### config.mk
export PLATFORM = sky130hd
export DESIGN_NAME = grid_led_scanner
export DESIGN_NICKNAME = d
export VERILOG_FILES = /design/src/rtl/grid_pkg.sv /design/src/rtl/scan_timer.sv /design/src/rtl/grid_led_scanner.sv
export SDC_FILE = /design/constraint.sdc
export NUM_CORES = 1
export LEC_CHECK = 0
export ABC_AREA = 1
export CAP_MARGIN = 5
export CORE_MARGIN = 3
export CORE_UTILIZATION = 45
export CTS_CLUSTER_DIAMETER = 200
export DETAILED_ROUTE_END_ITERATION = 8
export PLACE_DENSITY = 0.66
export SLEW_MARGIN = 20
export SYNTH_ARGS = -nofsm -noshare
export SYNTH_HDL_FRONTEND = slang
export SYNTH_SLANG_ARGS = --single-unit
### constraint.sdc
create_clock -name clk -period 2.8 [get_ports clk]
set_input_delay 0.42 -clock clk [delete_from_list [all_inputs] [get_ports clk]]
set_output_delay 0.42 -clock clk [all_outputs]
set_load 0.01 [all_outputs]
### src/rtl/grid_pkg.sv
// Shared types for the Game-of-Life grid reader: grid geometry,
// row/grid vectors and the scanner state encoding.
package grid_pkg;

    localparam int GRID_ROWS = 8;
    localparam int GRID_COLS = 8;
    localparam int GRID_W    = GRID_ROWS * GRID_COLS;
    localparam int ROW_W     = $clog2(GRID_ROWS);

    typedef logic [GRID_COLS-1:0] row_t;
    typedef logic [GRID_W-1:0]    grid_t;
    typedef logic [ROW_W-1:0]     row_idx_t;

    typedef enum logic [1:0] {
        IDLE,
        LOAD,
        BLANK,
        DRIVE
    } scan_state_t;

    function automatic int max2(input int a, input int b);
        return (a > b) ? a : b;
    endfunction

endpackage

### src/rtl/scan_timer.sv
// Loadable down-counter; done is high while the count sits at zero.
// It stays at zero until the next load.
module scan_timer #(
    parameter int W = 4
) (
    input  logic         clk,
    input  logic         reset,
    input  logic         load_i,
    input  logic [W-1:0] load_val_i,
    output logic         done_o
);

    logic [W-1:0] cnt_q;
    logic [W-1:0] cnt_d;

    always_comb begin
        cnt_d = cnt_q;
        if (load_i)
            cnt_d = load_val_i;
        else if (cnt_q != '0)
            cnt_d = cnt_q - W'(1);
    end

    always_ff @(posedge clk or negedge reset) begin
        if (!reset) cnt_q <= '0;
        else        cnt_q <= cnt_d;
    end

    assign done_o = (cnt_q == '0);

endmodule

### src/rtl/grid_led_scanner.sv
// Double-buffered 8x8 LED matrix scanner for the Game-of-Life grid.
// New generations only reach the display buffer at frame boundaries.
module grid_led_scanner
    import grid_pkg::*;
#(
    parameter int DWELL_CYCLES = 1000,
    parameter int BLANK_CYCLES = 4
) (
    input  logic  clk,
    input  logic  reset,
    input  logic  enable,
    input  grid_t grid,
    input  logic  grid_valid,
    output row_t  row_sel,
    output row_t  col_data,
    output logic  frame_start,
    output logic  frame_skipped
);

    localparam int TW = $clog2(max2(DWELL_CYCLES, BLANK_CYCLES) + 1);
    localparam logic [TW-1:0] DW_LD = TW'(DWELL_CYCLES - 1);
    localparam logic [TW-1:0] BL_LD =
        (BLANK_CYCLES > 0) ? TW'(BLANK_CYCLES - 1) : '0;
    // With no blanking the inter-row gap collapses straight into DRIVE.
    localparam scan_state_t   GAP_ST = (BLANK_CYCLES > 0) ? BLANK : DRIVE;
    localparam logic [TW-1:0] GAP_LD = (BLANK_CYCLES > 0) ? BL_LD : DW_LD;

    scan_state_t state_q, state_d;
    row_idx_t    row_q, row_d;
    grid_t       active_q, active_d;
    grid_t       pending_q, pending_d;
    logic        pend_vld_q, pend_vld_d;
    row_t        row_sel_q, row_sel_d;
    row_t        col_data_q, col_data_d;
    logic        fstart_q, fstart_d;
    logic        fskip_q, fskip_d;

    logic          tmr_load;
    logic [TW-1:0] tmr_val;
    logic          tmr_done;

    scan_timer #(.W(TW)) u_timer (
        .clk        (clk),
        .reset      (reset),
        .load_i     (tmr_load),
        .load_val_i (tmr_val),
        .done_o     (tmr_done)
    );

    always_comb begin
        state_d  = state_q;
        row_d    = row_q;
        tmr_load = 1'b0;
        tmr_val  = '0;
        unique case (state_q)
            IDLE: begin
                if (enable) state_d = LOAD;
            end
            LOAD: begin
                row_d    = '0;
                state_d  = GAP_ST;
                tmr_load = 1'b1;
                tmr_val  = GAP_LD;
            end
            BLANK: begin
                if (tmr_done) begin
                    state_d  = DRIVE;
                    tmr_load = 1'b1;
                    tmr_val  = DW_LD;
                end
            end
            DRIVE: begin
                if (tmr_done) begin
                    if (row_q != row_idx_t'(GRID_ROWS - 1)) begin
                        row_d    = row_q + row_idx_t'(1);
                        state_d  = GAP_ST;
                        tmr_load = 1'b1;
                        tmr_val  = GAP_LD;
                    end else begin
                        state_d = enable ? LOAD : IDLE;
                    end
                end
            end
        endcase
    end

    // Newest generation wins; a strobe in LOAD bypasses the pending slot.
    always_comb begin
        active_d   = active_q;
        pending_d  = pending_q;
        pend_vld_d = pend_vld_q;
        fskip_d    = 1'b0;
        if (grid_valid) begin
            if (state_q == LOAD) begin
                active_d   = grid;
                pend_vld_d = 1'b0;
            end else begin
                pending_d  = grid;
                pend_vld_d = 1'b1;
                fskip_d    = pend_vld_q;
            end
        end else if (state_q == LOAD && pend_vld_q) begin
            active_d   = pending_q;
            pend_vld_d = 1'b0;
        end
    end

    always_comb begin
        row_sel_d  = '0;
        col_data_d = '0;
        fstart_d   = (state_d == LOAD);
        if (state_d == DRIVE) begin
            row_sel_d  = row_t'(1) << row_d;
            col_data_d = active_d[row_d*GRID_COLS +: GRID_COLS];
        end
    end

    always_ff @(posedge clk or negedge reset) begin
        if (!reset) begin
            state_q    <= IDLE;
            row_q      <= '0;
            active_q   <= '0;
            pending_q  <= '0;
            pend_vld_q <= 1'b0;
            row_sel_q  <= '0;
            col_data_q <= '0;
            fstart_q   <= 1'b0;
            fskip_q    <= 1'b0;
        end else begin
            state_q    <= state_d;
            row_q      <= row_d;
            active_q   <= active_d;
            pending_q  <= pending_d;
            pend_vld_q <= pend_vld_d;
            row_sel_q  <= row_sel_d;
            col_data_q <= col_data_d;
            fstart_q   <= fstart_d;
            fskip_q    <= fskip_d;
        end
    end

    assign row_sel       = row_sel_q;
    assign col_data      = col_data_q;
    assign frame_start   = fstart_q;
    assign frame_skipped = fskip_q;

endmodule

**Word-level counts from Yosys, hierarchy flattened**

Index checks and enable logic that the tools add are counted.

- Bits in registers: 162

- Muxes and demuxes: 29
- Bitwise gates (word level): 1
- Shift operators: 2
- Equality and inequality tests: 6
- Add/subtract/negate cells: 2
- Reduce and logical (&&, ||, !) cells: 7

Operator list:

| kind | number |
|---|---|
| $mux 64 | 3 |
| $shiftx 64x7->8 | 1 |
| $mux 10 | 3 |
| $pmux 10 s3 | 1 |
| $mux 8 | 2 |
| $mux 2 | 6 |
| $logic_not 10->1 | 1 |
| $reduce_bool 10->1 | 1 |
| $sub 10x1->10 const B | 1 |
| $mux 1 | 9 |
| $pmux 2 s4 | 1 |
| $shl 1x3->8 const A | 1 |
| $eq 2x2->1 const B | 3 |
| $mux 3 | 2 |
| $pmux 3 s2 | 1 |
| $eq 2x1->1 const B | 2 |
| $reduce_bool 2->1 | 2 |
| $add 3x1->3 const B | 1 |
| $ne 3x3->1 const B | 1 |
| $pmux 1 s3 | 1 |
| $logic_not 2->1 | 1 |
| $reduce_and 2->1 | 1 |
| $logic_and 1x1->1 | 1 |
| $not 1->1 | 1 |

**Logic depth before layout (Yosys ltp)**

- Depth in word-level cells: 6
- Gate-level depth with buffers: 16
- Mapped depth without buffers: 15

**By module**

From an unflattened synthesis, not the netlist that was laid out.

- Cells, all modules: 1069
- Area, all modules: 8563.2 µm²

By module, submodules not included:

| module | seq. area each (µm²) | area each (µm²) | instances | cells each |
|---|---|---|---|---|
| grid_led_scanner | 3803.6 | 7892.6 | 1 | 978 |
| scan_timer | 250.2 | 670.6 | 1 | 91 |

**Worst setup path before layout**

No wires, ideal clock.

- Kind: register to register
- From: register u_timer.cnt_q[0]
- To: register col_data_q[5], in the netlist col_data[5]
- Stages on the path, launching flop included: 15
- Setup time: 0.117 ns
- Setup slack: 0.826 ns
- Buffers on the path: 1
- Arrival time: 1.857 ns
- Clock period less this slack: 1.974 ns
- Path through: dfrtp_1 inv_1 ha_1 nand2_1 nor2_2 nand3_2 nand2_1 nand3_1 nand2_2 inv_1 clkbuf_2 o21ai_0 nand2_1 nand3_1 nand2_1

- Cells in the longest elaborated chain, start to end: 5

RTL lines:

| item | RTL line | source |
|---|---|---|
| from (decl) | scan_timer.sv:13 | `logic [W-1:0] cnt_q;` |
| from (signal assigned) | scan_timer.sv:26 | `else cnt_q <= cnt_d;` |
| $logic_not 10->1 (*) | scan_timer.sv:29 | `assign done_o = (cnt_q == '0);` |
| $mux 3 (tied with other cells) | grid_led_scanner.sv:73 | `if (tmr_done) begin` |
| $pmux 3 s2 or $pmux 2 s4 (tied branches) | grid_led_scanner.sv:55 | `unique case (state_q)` |
| $shiftx 64x7->8 or $eq 2x2->1 (tied branches) | grid_led_scanner.sv:114, grid_led_scanner.sv:112 |  |
| $mux 8 (*) | grid_led_scanner.sv:112 | `if (state_d == DRIVE) begin` |
| net col_data_d[5] | grid_led_scanner.sv:34 | `row_t col_data_q, col_data_d;` |
| to (signal assigned) | grid_led_scanner.sv:136 | `col_data_q <= col_data_d;` |
| to (decl) | grid_led_scanner.sv:34 |  |

Mark *: on every way through the listed nets, which the timed path passes. The rest lies on a longest branch.
A chain may end at the register's enable or synchronous reset.

**Worst setup path after layout**

- From: register u_timer.cnt_q[0]
- To: register col_data_q[2], in the netlist col_data[2]

- Cells in the longest elaborated chain, start to end: 5

RTL lines:

| item | RTL line | source |
|---|---|---|
| $logic_not 10->1 | scan_timer.sv:29 |  |
| $mux 3 | grid_led_scanner.sv:73 |  |
| $pmux 3 s2 | grid_led_scanner.sv:55 |  |
| net row_d[1] | grid_led_scanner.sv:29 | `row_idx_t row_q, row_d;` |
| $shiftx 64x7->8 | grid_led_scanner.sv:114 | `col_data_d = active_d[row_d*GRID_COLS +: GRID_COLS];` |
| $mux 8 | grid_led_scanner.sv:112 |  |
| net col_data_d[2] | grid_led_scanner.sv:34 |  |

The timed path passes the listed nets, and every way through them passes these cells.

==> impl_results.md <==
* Register area share after synthesis at 0.497
* Netlist area before placement at 8150 µm²
* YS warnings at 0
* Post-layout util at 0.561
* DR iter-0 viols at 577
* DR vias/cell at 5.15
* Outcome: finished with violations
* Mux cell area share after synthesis at 0.0553
* Post-DRT Antenna Nets at 0
* # diodes at 0
* Total wire length at 20.5 mm
* Initial antenna violation count at 0
* Clock-pin slew on the worst setup and hold paths at 0.07 ns
* Max Root-Sink Buffers at 2
* Failing checks: hold timing
* Row cnt at 48
* H-tree levels at 4
* Post-CTS Hold Buffers at 0
* Initial Util at 0.465
* Required time of the critical path at 3.13 ns
* Dpl hpwl at 13.3 mm
* Total Nets Final at 1,181
* Final GP Congestion at 0.811
* Max-cap check violation count at 0
* Final clock skew at 0.00957 ns
* TritonCTS clock tree: yes
* CORE AREA at 17,500 µm²
* Worst min path class: in2async
* Clk sinks at 162
* Syn Inst Count at 1,045
* Kind of end point of the critical path: flop
* Number of port buffers at 85
* CTS Buf Count at 17
* Setup violators final at 0
* Clock latency on the worst-skew pair at 0.43 ns
* Synthesis-stage register bit count at 162
* Pwr dens at 593 nW/µm²
* Share of layout cells above drive strength 1 at 0.0970
* Vias in the first global route at 6,550
* Largest family of logic cells by synthesized area: simple AND/OR/NAND/NOR gates
* Post-CTS Repair Setup Buffers at 0
* Vias post-DR at 6,949
* Drc violations at 0
* Drt first pass iters at 4
* VDD IR max at 0.450 mV
* Crit Path Class: reg2reg
* Remaining Overflow, GRT at 0
* Largest net degree at the start of global routing at 90
* Die area at 19,800 µm²
* F_max at 405 MHz
* Layout area overhead at 20.7%
* CTS Root Cell: clkbuf_16
* Avg WL per Cell at 15.2 µm
* Compound-Gate Fraction of Synth Area at 0.0899
* Leak pwr at 0.00464 µW
* Crit Path Max Fanout at 12
* Worst Tran Pin Value at 0.603 ns
* Final hold viol count at 30
* Post-synthesis xor/xnor area fraction at 0.00537
* Minimum clock period at 2.47 ns
* Unrepaired setup endpoints after global routing: false
* Worst path arrival time at 2.79 ns
* Synth Area per Inst at 7.80 µm²
* Hold WS at -0.0260 ns
* First-pass GRT wire length at 34.2 mm
* Total GRT Usage at 0.214
* Max_slew headroom at 0.598
* Unique masters post-synth at 28
* Die W at 141 µm
* Adder-cell share of the synthesized area at 0.00307
* Fin crit share at 0.881
* Startpoint Class: flop
* IO Pins at 86
* Final Max Tran Viols at 0
* Number of gates resized after CTS at 0
* Filler Cell Count at 1,607
* Simple-gate share of the synthesized area at 0.276
* Most frequent cells in the layout: nand2_1, dfrtp_1, nand3_1, inv_1, clkdlybuf4s50_1
* Syn Nets at 1,115
* Chip height at 141 µm
* Setup_tns at 0 ns
* Commonest non-fill, non-tap cell in the layout: nand2_1
power by group:
| part | total, µW | switching [µW] | internal [µW] |
|---|---|---|---|
| clock network | 2270 | 977 | 1290 |
| registers | 2720 | 124 | 2600 |
| logic | 843 | 463 | 380 |
cells by family after synthesis:
family / count (synthesis)
AO/OA/AOI/OAI: 142
multiplexers: 40
XOR/XNOR: 5
AND/OR/NAND/NOR: 542
flip-flops: 162
adder cells (fa/ha/maj): 2
buffers and inverters: 152
flip-flops by register name (all words and copies together) (netlist names):
name and count:
state_q 2, u_timer.cnt_q 10, frame_skipped 1, row_sel 8
frame_start 1, row_q 3, col_data 8, active_q 64
pending_q 64, pend_vld_q 1
through the flow:
| stage | hold slack, ns | area, µm² | std cells | worst slack [ns] | power, µW |
|---|---|---|---|---|---|
| after global routing | 0.0242 | 9840 | 1349 | 0.0906 | 6130 |
| after global placement | 0.460 | 9260 | 1317 | 0.456 | 3590 |
| after floorplan | 0.124 | 8150 | 1045 | 0.826 | 3240 |
| after detailed placement | 0.464 | 9260 | 1317 | 0.403 | 3610 |
| final | -0.0260 | 9840 | 1349 | 0.332 | 5830 |
| after CTS | 0.00687 | 9840 | 1349 | 0.345 | 5880 |
critical path, cell delays in order (launching register included):
cell and delay, ns:
dfrtp_1 0.39, inv_1 0.09, ha_1 0.21, nand2_1 0.08, nor2_2 0.12, nand3_2 0.19, o21ai_2 0.48, nand2_1 0.40
nor2_1 0.21, nor2_1 0.08, nand3_1 0.07, nand2_1 0.05
Yosys cell counts:
library cell | count | area (µm²)
nand3_2 | 2 | 20.0
inv_1 | 92 | 345
clkbuf_2 | 1 | 5.00
and2_1 | 4 | 25.0
o21bai_1 | 1 | 7.51
o21ai_0 | 49 | 245
a21oi_1 | 79 | 395
nand2_2 | 4 | 25.0
xnor2_1 | 1 | 8.76
nor2_1 | 61 | 229
mux2_2 | 40 | 450
a21oi_4 | 1 | 16.3
nor3_1 | 2 | 10.0
ha_1 | 2 | 25.0
nor2_4 | 4 | 45.0
clkbuf_1 | 24 | 90.1
nand3_1 | 113 | 566
inv_2 | 4 | 15.0
xor2_1 | 4 | 35.0
buf_2 | 22 | 110
o21ai_2 | 1 | 8.76
dfrtp_1 | 162 | 4050
nor2_2 | 1 | 6.26
nand2_1 | 350 | 1310
o211ai_1 | 2 | 15.0
o21ai_1 | 9 | 45.0
buf_1 | 9 | 33.8
nand4_1 | 1 | 6.26
layer usage:
metal	wire, µm	track usage
met1	9830	0.313
met2	9400	0.327
met3	1070	0.0516
met4	191	0.0479
met5	0	0
layout make-up:
cell class | instances | area [µm²] | area share
repair buffers | 103 | 1060 | 0.107
inverters | 96 | 360 | 0.0366
well taps | 225 | 282 | 0.0286
clock buffers | 24 | 512 | 0.0520
clock inverters | 8 | 66.3 | 0.00674
flip-flops and latches | 162 | 4050 | 0.412
multi-input cells | 731 | 3510 | 0.356
final timing paths:
kind                                              start                        end  slack [ns]  depth (start not counted)
setup / recovery           u_timer.cnt_q[0]$_DFFE_PN0P_      col_data[2]$_DFF_PN0_        0.33                         11
hold / removal                                    reset   pending_q[9]$_DFFE_PN0P_       -0.03                          1
setup reg to reg           u_timer.cnt_q[0]$_DFFE_PN0P_      col_data[2]$_DFF_PN0_        0.33                         11
hold reg to reg               pending_q[42]$_DFFE_PN0P_  pending_q[42]$_DFFE_PN0P_        0.49                          2
max in group asynchronous                         reset       row_sel[3]$_DFF_PN0_        2.04                          2
min in group clk              pending_q[42]$_DFFE_PN0P_  pending_q[42]$_DFFE_PN0P_        0.49                          2
Power figures use the tool's default switching activity.
